`src/rtl/rf_port_arbiter.sv`:
```
// Round-robin arbiter sharing a two-port 16x16 register file among N_REQ requesters.
// Port A serves reads only, port B serves one read or one write; an optional clear sweep zeroes r0..r15 after reset.

module rf_port_arbiter_resp (
    input  logic        clk_i,
    input  logic        reset_ni,
    input  logic        rd_grant_i,
    input  logic [15:0] rd_data_i,
    output logic        resp_valid_o,
    output logic [15:0] resp_rdata_o
);
    logic        valid_q;
    logic [15:0] rdata_q, rdata_d;

    always_comb begin
        rdata_d = rdata_q;
        if (rd_grant_i) rdata_d = rd_data_i;
    end

    always_ff @(posedge clk_i) begin
        if (!reset_ni) begin
            valid_q <= 1'b0;
            rdata_q <= '0;
        end else begin
            valid_q <= rd_grant_i;
            rdata_q <= rdata_d;
        end
    end

    assign resp_valid_o = valid_q;
    assign resp_rdata_o = rdata_q;
endmodule

module rf_port_arbiter #(
    parameter int N_REQ          = 4,
    parameter bit CLEAR_ON_RESET = 1'b1
) (
    input  logic                  clk_i,
    input  logic                  reset_ni,
    input  logic [N_REQ-1:0]      req_valid_i,
    input  logic [N_REQ-1:0]      req_write_i,
    input  logic [4*N_REQ-1:0]    req_reg_i,
    input  logic [16*N_REQ-1:0]   req_wdata_i,
    output logic [N_REQ-1:0]      req_grant_o,
    output logic [N_REQ-1:0]      resp_valid_o,
    output logic [16*N_REQ-1:0]   resp_rdata_o,
    output logic                  init_done_o,
    output logic                  rf_rd1_o,
    output logic                  rf_wn1_o,
    output logic [3:0]            rf_reg_id1_o,
    output logic [15:0]           rf_write_data1_o,
    output logic                  rf_rd2_o,
    output logic                  rf_wn2_o,
    output logic [3:0]            rf_reg_id2_o,
    output logic [15:0]           rf_write_data2_o,
    input  logic [15:0]           rf_read_data1_i,
    input  logic [15:0]           rf_read_data2_i
);
    localparam int PTR_W = $clog2(N_REQ);

    typedef enum logic {CLEAR, RUN} state_e;

    state_e             state_q, state_d;
    logic [3:0]         clr_cnt_q, clr_cnt_d;
    logic [PTR_W-1:0]   rr_ptr_q, rr_ptr_d;

    logic [N_REQ-1:0][3:0]  req_reg;
    logic [N_REQ-1:0][15:0] req_wdata;
    logic [N_REQ-1:0][15:0] resp_rdata;
    logic [N_REQ-1:0][15:0] rd_data;

    logic [N_REQ-1:0] gnt, gnt_on_b, gnt_rd;
    logic             a_busy, b_busy, b_wr, any_gnt;
    logic [PTR_W-1:0] last, idx;
    logic [PTR_W:0]   sum;
    logic [3:0]       a_reg, b_reg;
    logic [15:0]      b_wdata;

    assign req_reg   = req_reg_i;
    assign req_wdata = req_wdata_i;

    // Rotating scan from rr_ptr; a blocked request never stops later requesters.
    always_comb begin
        gnt      = '0;
        gnt_on_b = '0;
        a_busy   = 1'b0;
        b_busy   = 1'b0;
        b_wr     = 1'b0;
        any_gnt  = 1'b0;
        last     = rr_ptr_q;
        idx      = '0;
        sum      = '0;
        a_reg    = '0;
        b_reg    = '0;
        b_wdata  = '0;
        if (reset_ni && state_q == RUN) begin
            for (int k = 0; k < N_REQ; k++) begin
                sum = {1'b0, rr_ptr_q} + (PTR_W+1)'(k);
                if (sum >= (PTR_W+1)'(N_REQ)) sum = sum - (PTR_W+1)'(N_REQ);
                idx = sum[PTR_W-1:0];
                if (req_valid_i[idx]) begin
                    if (req_write_i[idx]) begin
                        if (!b_busy) begin
                            b_busy        = 1'b1;
                            b_wr          = 1'b1;
                            b_reg         = req_reg[idx];
                            b_wdata       = req_wdata[idx];
                            gnt[idx]      = 1'b1;
                            gnt_on_b[idx] = 1'b1;
                            last          = idx;
                            any_gnt       = 1'b1;
                        end
                    end else if (!a_busy) begin
                        a_busy   = 1'b1;
                        a_reg    = req_reg[idx];
                        gnt[idx] = 1'b1;
                        last     = idx;
                        any_gnt  = 1'b1;
                    end else if (!b_busy) begin
                        b_busy        = 1'b1;
                        b_reg         = req_reg[idx];
                        gnt[idx]      = 1'b1;
                        gnt_on_b[idx] = 1'b1;
                        last          = idx;
                        any_gnt       = 1'b1;
                    end
                end
            end
        end
    end

    always_comb begin
        rr_ptr_d = rr_ptr_q;
        if (any_gnt) begin
            if (last == PTR_W'(N_REQ-1)) rr_ptr_d = '0;
            else                          rr_ptr_d = last + PTR_W'(1);
        end
    end

    always_comb begin
        state_d   = state_q;
        clr_cnt_d = clr_cnt_q;
        if (state_q == CLEAR) begin
            clr_cnt_d = clr_cnt_q + 4'd1;
            if (clr_cnt_q == 4'd15) state_d = RUN;
        end
    end

    // Without a clear sweep the reset state is already RUN, so service starts on the first cycle.
    always_ff @(posedge clk_i) begin
        if (!reset_ni) begin
            state_q   <= CLEAR_ON_RESET ? CLEAR : RUN;
            clr_cnt_q <= '0;
            rr_ptr_q  <= '0;
        end else begin
            state_q   <= state_d;
            clr_cnt_q <= clr_cnt_d;
            rr_ptr_q  <= rr_ptr_d;
        end
    end

    always_comb begin
        rf_rd1_o         = a_busy;
        rf_reg_id1_o     = a_reg;
        rf_rd2_o         = b_busy & ~b_wr;
        rf_wn2_o         = b_wr;
        rf_reg_id2_o     = b_reg;
        rf_write_data2_o = b_wdata;
        if (reset_ni && state_q == CLEAR) begin
            rf_rd2_o         = 1'b0;
            rf_wn2_o         = 1'b1;
            rf_reg_id2_o     = clr_cnt_q;
            rf_write_data2_o = '0;
        end
    end

    assign rf_wn1_o         = 1'b0;
    assign rf_write_data1_o = '0;
    assign req_grant_o      = gnt;
    assign gnt_rd           = gnt & ~req_write_i;
    assign init_done_o      = reset_ni && (state_q == RUN);

    genvar g;
    generate
        for (g = 0; g < N_REQ; g++) begin : g_resp
            assign rd_data[g] = gnt_on_b[g] ? rf_read_data2_i : rf_read_data1_i;
            rf_port_arbiter_resp u_resp (
                .clk_i        (clk_i),
                .reset_ni     (reset_ni),
                .rd_grant_i   (gnt_rd[g]),
                .rd_data_i    (rd_data[g]),
                .resp_valid_o (resp_valid_o[g]),
                .resp_rdata_o (resp_rdata[g])
            );
        end
    endgenerate

    assign resp_rdata_o = resp_rdata;
endmodule

```
`config.mk`:
```
export PLATFORM = sky130hd
export DESIGN_NAME = rf_port_arbiter
export DESIGN_NICKNAME = d
export VERILOG_FILES = /design/src/rtl/rf_port_arbiter.sv
export SDC_FILE = /design/constraint.sdc
export NUM_CORES = 1
export LEC_CHECK = 0
export ABC_AREA = 1
export CAP_MARGIN = 10
export CORE_MARGIN = 5
export CORE_UTILIZATION = 25
export CTS_BUF_LIST = sky130_fd_sc_hd__clkbuf_4
export CTS_CLUSTER_DIAMETER = 40
export DETAILED_ROUTE_END_ITERATION = 10
export GPL_ROUTABILITY_DRIVEN = 0
export SETUP_SLACK_MARGIN = 0.1
export SLEW_MARGIN = 20
export SYNTH_ARGS = -nofsm -noshare
export SYNTH_HDL_FRONTEND = slang
export SYNTH_SLANG_ARGS = --single-unit
```
`constraint.sdc`:
```
create_clock -name clk_i -period 4.92 [get_ports clk_i]
set_input_delay 0.984 -clock clk_i [delete_from_list [all_inputs] [get_ports clk_i]]
set_output_delay 0.984 -clock clk_i [all_outputs]
set_load 0.1 [all_outputs]
```
After elaboration in Yosys (flattened, before gate mapping)
Index checks and enable logic that the tools add are counted.

word-level totals
  flip-flop bits (word level) = 75
  bits of input ports = 122
  output and inout port bits = 117
  logic and storage cells = 249

operators by class
  $add $sub $neg = 9
  magnitude comparators = 12
  eq/ne operators = 2
  multiplexer cells = 198
  bitwise logic cells = 11
  reductions and logical operators = 6

operators with widths
  kind                                                                   number
  16-bit two-way mux                                                     21
  4-bit two-way mux                                                      67
  16-bit binary-select mux with 2-bit select                             4
  1-bit two-way mux                                                      67
  2-bit two-way mux                                                      23
  4-bit binary-select mux with 2-bit select                              4
  4-bit OR                                                               6
  1-bit binary-select mux with 2-bit select                              8
  2-bit by 3-bit < comparator with 1-bit output, second input constant   4
  3-bit >= comparator, second input constant                             3
  1-bit demux with 2-bit select                                          4
  2-bit by 1-bit >= comparator with 1-bit output, second input constant  4
  2-bit by 1-bit subtractor with 2-bit output, second input constant     4
  2-bit by 2-bit adder with 3-bit output, second input constant          2
  1-bit logical AND                                                      6
  4-bit by 1-bit adder with 4-bit output, second input constant          1
  4-bit AND                                                              1
  4-bit == test, second input constant                                   1
  4-bit inverter                                                         1
  2-bit by 1-bit adder with 3-bit output, second input constant          1
  2-bit by 3-bit >= comparator with 1-bit output, second input constant  1
  2-bit by 1-bit adder with 2-bit output, second input constant          1
  2-bit == test, second input constant                                   1
  1-bit inverter                                                         2
  1-bit AND                                                              1

Depth between registers and ports, before layout
Gate-level depths: netlist of run 1.

  word-level depth = 29
  gate-level depth with buffers = 24
  gate-level depth less buffers = 19

By module
From an unflattened synthesis of run 1, not the netlist that was laid out.

unflattened totals
  cell total of the unflattened synthesis = 1398
  area, all modules = 7661.1 µm²

modules (own cells, without submodules)
  module                instances  cells each  area each (µm²)  seq. area each (µm²)
  rf_port_arbiter       1          978         4773.3           140.1
  rf_port_arbiter_resp  4          105         721.9            340.3

Worst setup path after synthesis of run 1
OpenSTA, ideal clock, no wires.

  kind = register to output
  start point = register rr_ptr_q[1]
  end point = output port rf_write_data2_o[14]
  arrival time = 4.988 ns
  required time = 3.936 ns
  slack = -1.052 ns
  stages on the path, launching flop included = 19
  path buffers = 5
  path through = dfxtp_1 inv_2 buf_2 clkbuf_1 clkbuf_1 ha_1 buf_4 clkinv_2 nand3_2 nand2_4 inv_2 nand2_2 nand2_4 nand2_2 nand2_4 nand3_1 clkbuf_1 a21oi_1 a211oi_1

on the way
  word-level cells in the longest chain between the ends = 21
  elaborated cells on any way between the ends = 73
  those cells by class = 7 x add/sub; 4 x order compare; 62 x mux

RTL lines
  element                                                                                                        RTL line  source
  start, declared                                                                                                65        logic [PTR_W-1:0] rr_ptr_q, rr_ptr_d;
  start signal, assigned                                                                                         158       rr_ptr_q <= rr_ptr_d;
  2-bit by 3-bit >= comparator with 1-bit output or 2-bit by 1-bit subtractor with 2-bit output (tied branches)  99        if (sum >= (PTR_W+1)'(N_REQ)) sum = sum - (PTR_W+1)'(N_REQ);
  2-bit two-way mux                                                                                              99
  2-bit two-way mux                                                                                              96        if (reset_ni && state_q == RUN) begin
  1-bit binary-select mux with 2-bit select                                                                      102       if (req_write_i[idx]) begin
  1-bit two-way mux (not written as such)                                                                        102
  1-bit two-way mux                                                                                              102
  1-bit two-way mux                                                                                              101       if (req_valid_i[idx]) begin
  1-bit two-way mux                                                                                              96
  [5 not listed]                                                                                                 -
  1-bit two-way mux                                                                                              102
  1-bit two-way mux                                                                                              101
  1-bit two-way mux                                                                                              96
  16-bit two-way mux                                                                                             103       if (!b_busy) begin
  16-bit two-way mux                                                                                             102
  16-bit two-way mux *                                                                                           101
  16-bit two-way mux *                                                                                           96
  16-bit two-way mux *                                                                                           169       if (reset_ni && state_q == CLEAR) begin
  end, declared                                                                                                  55        output logic [15:0] rf_write_data2_o,

Every way passes the cells marked *; elsewhere a longest branch is shown, timed or not. The select of a mux whose other input is x is not followed.

Worst setup path after layout of run 1
  start point = input port req_write_i[2]
  end point = output port rf_write_data2_o[0]

on the way
  word-level cells in the longest chain between the ends = 18
  elaborated cells on any way between the ends = 38
  those cells by class = 38 x mux

RTL lines
  element                                    RTL line  source
  start, declared                            41        input logic [N_REQ-1:0] req_write_i,
  1-bit binary-select mux with 2-bit select  102
  1-bit two-way mux (not written as such)    102
  1-bit two-way mux                          102
  1-bit two-way mux                          101
  1-bit two-way mux                          96
  1-bit two-way mux                          113       end else if (!a_busy) begin
  1-bit two-way mux                          102
  1-bit two-way mux                          101
  [2 not listed]                             -
  1-bit two-way mux                          102
  1-bit two-way mux                          101
  1-bit two-way mux                          96
  16-bit two-way mux                         103
  16-bit two-way mux                         102
  16-bit two-way mux *                       101
  16-bit two-way mux *                       96
  16-bit two-way mux *                       169

Marks and branches as above.

==> results.cfg, run 1 <==
[outcome]
status = finished clean

[synthesis]
synthMostInstantiatedCell = nand2_1
yosys-top-cells-area = nand2_1, dfxtp_1, o21ai_0
synth-edff-count = 0
synthCells = 1365
yosysSeqAreaShare_pct = 20.0
synth_common_cells = nand2_1, o21ai_0, inv_1, nand3_1, a21oi_1
yosysTopAreaCell = nand2_1
avgSynthCellArea_um2 = 5.51
ys_types = 42
synth-seq-cells = 75
yosys.area.top_type_share_pct = 26.4
synth_area_mm2 = 0.00751
synthArstFlopShare_pct = 0
yosysWarnings = 0
synthFlopType = dfxtp_1

[timing]
whs_ns = 0.471
fmax_ghz = 0.227
drv_slew = 0
setup_slack_ns = 0.519
tns_ns = 0
slew_headroom_pct = 28.7
finalClockSkew_ns = 0.0223
finalHoldViolCount = 0
finalCritPeriodShare_pct = 89.5
min_period_ns = 4.40
setup_viol_count_final = 0
tightest_slew_ns = 1.07
rsz0062_at_grt = no

[clocking]
cts_setup_buffers = 0
htreeDepth = 3
insertion_delay_ns = 0.44
numCtsBuffers = 9
clockBufferDepth = 2
postCtsHoldBufs = 0
cts_tree = built
cts_root_buf = clkbuf_4
cts.sinks = 75
cts_resized = 0
cts.clk_slew.worst_paths_ns = 0.13

[die]
pin_count = 239
dieArea_mm2 = 0.0336
rows = 63
dieWidth_um = 183
core_mm2 = 0.0296
fp.dieH_um = 183
initial_core_util_pct = 25.4

[route]
routed_wl_mm = 27.7
via_per_inst = 4.70
wl_met2_mm = 13.6
ant_nets = 0
dr_wl_met3_mm = 1.85
m1WireLength_mm = 12.0
route.detailed.wl_per_inst_um = 14.4
drt_iter0_markers = 609
dr_total_vias = 9038
first_pass_iters = 5
highest_layer = met5
drc = 0

[pwr]
leakage_uw = 0.00449
irDropWorstVdd_v = 0.000103
power_density_mw_per_mm2 = 137

[critical_path]
rr_startpoint = rr_ptr_q[0]
worstPathArrival_ns = 3.42
path_delay_family = buffers and inverters
crit_type = in2out
cp.depth = 13
slowest_delay_ns = 0.67
worst_setup_path_start_kind = input pin
end_kind = output port
crit_path_top_delay_cell = clkdlybuf4s50_1
cp.required_ns = 3.94
cpMostUsedCell = nand2_4
crit_start = req_write_i[2]
path_max_fanout = 31
crit_path_cell_trace = clkdlybuf4s50_1 > nand2_1 > nand3_1 > nand2_4 > nand2_1 > nand2_4 > nand2_2 > nand2_4 > nand3_1 > buf_12 > o21ai_0 > a21oi_1 > buf_12
r2r_cells = 13
crit_buf_inv = 3

[hold_path]
hold_depth = 2
worst_hold_path_type = reg2reg
hold_start = g_resp[2].u_resp.resp_rdata_o[9]

[place]
post-place-ws_ns = 0.498
place_hpwl_mm = 21.1
portBuffers = 221

[global_route]
antenna_found_initial = 3
grt_max_degree = 147
grt_pass1_vias = 8297
gr-total-overflow = 0
grt_use_total_pct = 15.6
grt_pass1_wl_mm = 43.2

[finish]
seq_area_mm2 = 0.00151
synthToLayoutAreaGrowth_pct = 38.3
final_util_pct = 35.1
drive_gt1_share_pct = 10.2
fill_cells = 3284
nNetsFinal = 1658
multi_input_area_mm2 = 0.00507

[job]
drv_cap = 0
-- power breakdown --
part | total [uW] | internal (uW) | switching (uW)
combinational | 447 | 168 | 279
sequential | 611 | 609 | 1.68
clock | 366 | 112 | 255
-- area by class of cell --
| class | instances | share of cell area, % |
|---|---|---|
| clock inverter | 7 | 0.578 |
| tap | 390 | 4.69 |
| timing repair buffer | 237 | 25.7 |
| multi-input combinational | 1065 | 48.7 |
| inverter | 139 | 5.13 |
| antenna | 2 | 0.0481 |
| sequential | 75 | 14.5 |
| clock buffer | 9 | 0.650 |
-- routing by layer --
| metal | vias up | global-route usage, % |
|---|---|---|
| met3 | 27 | 2.70 |
| met5 | - | 0 |
| li1 | 4651 | - |
| met1 | 4089 | 20.0 |
| met2 | 269 | 27.8 |
| met4 | 2 | 2.47 |
-- layout by cell type, fill, tap and decap left out, types with 4 or more instances in the layout --
master / n
nand2_1: 529
clkdlybuf4s50_1: 189
o21ai_0: 159
inv_1: 124
nand3_1: 99
a21oi_1: 79
dfxtp_1: 73
nor2_1: 57
buf_12: 33
nand2_2: 23
conb_1: 17
a21oi_2: 16
nand2_4: 14
buf_4: 14
a22oi_1: 13
inv_2: 10
ha_1: 9
clkbuf_4: 9
o211ai_1: 7
nand3_2: 5
inv_4: 4
nor2_8: 4
nor2_2: 4
-- kinds of logic (layout without fill, tap and decap cells) --
logic type,after synthesis,in the layout,synth area share (%)
AO/OA/AOI/OAI,295,295,21.2
multiplexers,1,1,0.133
adder cells (fa/ha/maj),9,9,1.50
buffers and inverters,241,392,14.7
flip-flops,75,75,20.0
other,1,19,0.0499
AND/OR/NAND/NOR,743,743,42.5
-- sequential cells by signal, summed over array words and instances, names as in the netlist --
name,count
g_resp.u_resp.resp_rdata_o,64
clr_cnt_q,4
g_resp.u_resp.resp_valid_o,4
rr_ptr_q,2
state_q,1
-- worst register-to-register path: stages (launching register included) --
cell	delay [ns]
dfxtp_4	0.52
inv_2	0.06
ha_1	0.31
clkinv_2	0.37
o21ai_2	0.42
inv_1	0.11
nor2_2	0.18
nand2_4	0.14
nand2_4	0.14
nand2_1	0.07
a21oi_2	0.28
nand2_2	0.42
nor2_1	0.25
nor2_1	0.06
-- path summary, 6_finish.rpt --
| path | end | slack [ns] |
|---|---|---|
| setup reg to reg | g_resp[3].u_resp.resp_rdata_o[15] | 1.50 |
| hold / removal | g_resp[2].u_resp.resp_rdata_o[9] | 0.47 |
| setup / recovery | rf_write_data2_o[0] | 0.52 |
| hold reg to reg | g_resp[2].u_resp.resp_rdata_o[9] | 0.47 |
-- per-stage QoR --
step | total power (uW) | cells | cell area (um^2)
6_report | 1420 | 1924 | 10400
5_1_grt | 1500 | 1924 | 10400
4_1_cts | 1430 | 1922 | 10400
3_5_place_dp | 1070 | 1906 | 10300
3_3_place_gp | 1070 | 1906 | 10300
2_1_floorplan | 898 | 1381 | 7670
No activity file was read; power rests on OpenSTA's default activity.
==> inputs of run 2 (changes only) <==
==> constraint.sdc (replaced) <==
create_clock -name clk_i -period 4.92 [get_ports clk_i]
set_input_delay 0.984 -clock clk_i [delete_from_list [all_inputs] [get_ports clk_i]]
set_output_delay 0.984 -clock clk_i [all_outputs]
set_load 0.01 [all_outputs]
==> run 2 against run 1 <==
Final cell count about the same; clock power increased by 6.0%; count of clock-buffer cells in the layout unchanged.
==> results.cfg, run 2 (synthesized netlist as in run 1, its figures left out) <==
[route]
route.detailed.wl_per_inst_um = 14.5
dr_total_vias = 9051
ant_nets = 0
via_per_inst = 4.70
drc = 0
routed_wl_mm = 27.9
drt_iter0_markers = 523
first_pass_iters = 5

[timing]
tightest_slew_ns = 0.741
finalClockSkew_ns = 0.0103
setup_viol_count_final = 0
fmax_ghz = 0.221
slew_headroom_pct = 50.6
whs_ns = 0.469
finalCritPeriodShare_pct = 92.1
drv_slew = 0
setup_slack_ns = 0.387
finalHoldViolCount = 0
tns_ns = 0
min_period_ns = 4.53
rsz0062_at_grt = no

[pwr]
p_clk_share_pct = 28.3
power_density_mw_per_mm2 = 137
internal-power_uw = 927
irDropWorstVdd_v = 0.000111
power_frac_seq_pct = 44.5
p_sw_share_pct = 32.4
leakage_uw = 0.00438
p_switching_uw = 445
comb_power_share_pct = 27.2

[global_route]
grt_max_degree = 93
grt_use_total_pct = 15.9
grt_pass1_wl_mm = 44.1
grt_pass1_vias = 8489
antenna_found_initial = 1
gr-total-overflow = 0

[die]
pin_count = 239
fp.dieH_um = 183
core_mm2 = 0.0296
dieArea_mm2 = 0.0336
dieWidth_um = 183
rows = 63
initial_core_util_pct = 25.4

[critical_path]
crit_start = rr_ptr_q[0]
r2r_cells = 16
worst_setup_path_start_kind = register
path_delay_family = buffers and inverters
cp.required_ns = 3.94
rr_startpoint = rr_ptr_q[0]
slowest_delay_ns = 0.59
path_max_fanout = 18
crit_path_cell_trace = inv_2 > ha_1 > clkinv_2 > nand3_2 > nand2_4 > inv_2 > nand2_2 > nand2_4 > nand4_1 > buf_4 > nor2_1 > a21oi_1 > a211oi_2 > clkdlybuf4s50_1
r2r_slack_ns = 1.72
crit_type = reg2out
crit_buf_inv = 5
crit_path_top_delay_cell = clkdlybuf4s50_1
r2r_end = g_resp[1].u_resp.resp_rdata_o[3]
worstPathArrival_ns = 3.55
end_kind = output port

[job]
drv_cap = 0

[clocking]
cts.clk_slew.worst_paths_ns = 0.13
insertion_delay_ns = 0.44
cts_tree = built
numCtsBuffers = 9
clockBufferDepth = 2
cts_root_buf = clkbuf_4
cts.sinks = 75
htreeDepth = 3
postCtsHoldBufs = 0

[finish]
largest_reg_flops = 64
final_common_cell = nand2_1
postLayoutCellArea_mm2 = 0.0100
final_cells = 1925
synthToLayoutAreaGrowth_pct = 33.4
drive_gt1_share_pct = 6.78
nNetsFinal = 1661
mostFrequentLayoutCells = nand2_1, clkdlybuf4s50_1, o21ai_0, inv_1, nand3_1
antenna_cells = 0

[hold_path]
hold_start = g_resp[2].u_resp.resp_rdata_o[12]
worst_hold_path_type = reg2reg
min_to = g_resp[2].u_resp.resp_rdata_o[12]
hold_depth = 2

[place]
dp_cells = 1909
place_hpwl_mm = 21.4
placed_area_mm2 = 0.00988
portBuffers = 221
post-place-ws_ns = 0.252

[outcome]
status = finished clean
## run 2: repair_timing
action	CTS	global route
resized for setup	0	4
endpoints found under the setup margin	0	5
setup buffers	0	0
## run 2: worst max-delay path by stage
| stage | cells after the start | slack, ns | endpoint |
|---|---|---|---|
| final | 14 | 0.39 | rf_write_data2_o[14] |
| after global placement | 15 | 0.27 | rf_write_data2_o[14] |
| after detailed placement | 12 | 0.25 | rf_write_data2_o[14] |
| after CTS | 15 | 0.21 | rf_write_data2_o[14] |
| after global routing | 15 | 0.14 | rf_write_data2_o[13] |
| after floorplan | 16 | 0.85 | rf_write_data2_o[11] |
## run 2: layout make-up
type | count | area, um^2
sequential | 75 | 1510
inverter | 139 | 533
multi-input combinational | 1065 | 4980
clock buffer | 9 | 67.6
fill | 3335 | 19600
timing repair buffer | 240 | 2390
tap | 390 | 488
clock inverter | 7 | 66.3
## run 2: power by group through the flow
stage          Sequential, uW  Combinational, uW  Clock (uW)
6_report                  611                374         388
5_1_grt                   611                417         425
4_1_cts                   611                375         401
3_5_place_dp              624                373           0
3_3_place_gp              624                370           0
2_1_floorplan             624                204           0
## run 2: through the flow
step	total power [uW]	util, %
global route	1450	33.8
finish	1370	33.8
detailed placement	997	33.3
floorplan	828	-
CTS	1390	33.8
global placement	994	33.3
## run 2: per-layer routing
| layer | wire [um] | GRT usage (%) | up-vias |
|---|---|---|---|
| met3 | 2200 | 3.73 | 23 |
| met2 | 13100 | 27.4 | 308 |
| met1 | 12200 | 20.3 | 4064 |
| met4 | 387 | 3.07 | 2 |
| met5 | 12 | 0 | - |
| li1 | - | - | 4654 |
## run 2: worst reg2reg max path: cells and delay by family, from the launching register on
| kind | cells | cell delay, ns |
|---|---|---|
| compound gates | 2 | 0.24 |
| fa+ha+maj | 1 | 0.37 |
| buf+inv | 2 | 0.34 |
| flops | 1 | 0.44 |
| simple gates | 11 | 1.67 |
==> inputs of run 3 (changes only) <==
CTS_CLUSTER_DIAMETER = unset   (was 40)
==> results of run 3 <==
No change in the layout: final DEF, timing and power equal those of run 2.
==> variant: new RTL, flow settings as in run 3 <==
Change the parameter `N_REQ` from 4 to 2.
--- a/src/rtl/rf_port_arbiter.sv
+++ b/src/rtl/rf_port_arbiter.sv
@@ -32,7 +32,7 @@
 endmodule
 
 module rf_port_arbiter #(
-    parameter int N_REQ          = 4,
+    parameter int N_REQ          = 2,
     parameter bit CLEAR_ON_RESET = 1'b1
 ) (
     input  logic                  clk_i,
Interface: changed (7 resized); port bits go from 239 to 159. The function was not compared with the original's and may differ.
==> variant against run 3 <==
- hold slack better by 0.077 ns
- highest routed layer is now met4
- setup slack better by 0.27 ns
- design area is 51% lower
- largest cell class unchanged
- synthesized area is 55% lower
- sequential cell count is 35 lower
- die area is 53% lower
- routed wire length is 59% lower
- total power is 52% lower
==> variant: results (changes against run 3) <==
stage,metric,value,unit,change
logic_synthesis,synth_top_cells_by_count,"101 x nand2_1, 79 x inv_1, 63 x nand3_1",,
drt,drt-initial-drc-count,220,,-58%
timing,fin_worst_skew,0.00606,ns,-0.00421 ns
drt,num_vias,3766,,-58%
global_routing,grt_pass1_wl,18.4,mm,-58%
logic_synthesis,yosys-top-cells-area,"dfxtp_1 24%, nand2_1 11%, nand3_1 9.3%, inv_1 8.8%, o21ai_0 8.3%",,
setup_path,path_buf_inv,4,,-1
clock_tree,cts_made_buffers,5,,-4
logic_synthesis,synthMuxAreaShare,0.593,%,+0.46 points
setup_path,r2r_cells,11,,-5
setup_path,r2r_end,g_resp[1].u_resp.resp_rdata_o[4],,
timing,tightest_slew,0.718,ns,-0.0228 ns
global_routing,grt_pass1_vias,3615,,-57%
final_layout,drive_above_1_share,10.0,%,+3.3 points
logic_synthesis,yosysSeqAreaShare,23.7,%,+3.7 points
setup_path,crit_fanout,16,,-2
outcome,status,"complete, no violations",,
clock_tree,insertion_delay,0.35,ns,-0.09 ns
place,hpwlAfterDp,9.32,mm,-56%
place,dp_slack,0.672,ns,+0.420 ns
place,portBuffers,141,,-36%
logic_synthesis,synthAdderAreaFrac,0.370,%,-1.1 points
global_routing,grt_max_degree,50,,-46%
final_layout,largest_reg_flops,32,,-50%
place,dp.cells,836,,-56%
clock_tree,htreeDepth,2,,-1
setup_path,crit_path_end,rf_write_data2_o[15],,
global_routing,grt_usage,13.8,%,-2.0 points
setup_path,arrival,3.28,ns,-0.27 ns
drt,wire_per_inst,13.7,um,-5.5%
setup_path,crit_start,req_valid_i[0],,
logic_synthesis,synth_cell_types,36,,-14%
setup_path,rrSetupSlack,2.34,ns,+0.62 ns
==> variant: layout make-up <==
cell class	instances	area, um2
multi-input combinational	385	2000
fill	1470	8370
sequential	40	801
tap	176	220
clock buffer	6	45.0
inverter	87	327
clock inverter	1	5.00
timing repair buffer	148	1470
antenna	1	2.50
==> variant: worst min path at each step <==
stage                                      start                           endpoint  cells after the start
6_report       g_resp[1].u_resp.resp_rdata_o[13]  g_resp[1].u_resp.resp_rdata_o[13]                      4
5_1_grt                             clr_cnt_q[3]                       clr_cnt_q[3]                      2
4_1_cts                             clr_cnt_q[2]                            state_q                      2
3_5_place_dp                        clr_cnt_q[2]                            state_q                      2
3_3_place_gp                        clr_cnt_q[1]                       clr_cnt_q[1]                      2
2_1_floorplan                       clr_cnt_q[3]                       clr_cnt_q[3]                      2
==> variant: metal layers <==
metal	routed length, um	track usage (%)	vias to the layer above
li1	-	-	1956
met1	4900	17.2	1655
met2	5690	23.8	135
met3	657	2.88	20
met4	326	4.54	0
met5	0	0	-
==> variant: power breakdown <==
part | switching (mW) | internal (mW) | total [mW]
clock | 0.108 | 0.0582 | 0.166
combinational | 0.0780 | 0.0804 | 0.158
sequential | 0.00188 | 0.326 | 0.328
total | 0.188 | 0.465 | 0.652
==> variant: cell families (layout without fill, tap and decap cells) <==
family / Yosys count / after routing
adder cells (fa/ha/maj): 1 / 1
other: 1 / 18
AO/OA/AOI/OAI: 128 / 128
AND/OR/NAND/NOR: 237 / 237
multiplexers: 2 / 2
buffers and inverters: 135 / 242
flip-flops: 40 / 40
==> variant: metrics by stage <==
step           instance area, um2  hold slack, ns
6_report                     4880           0.546
5_1_grt                      4880           0.576
2_1_floorplan                3440           0.461
4_1_cts                      4870           0.547
3_3_place_gp                 4810           0.516
3_5_place_dp                 4820           0.523
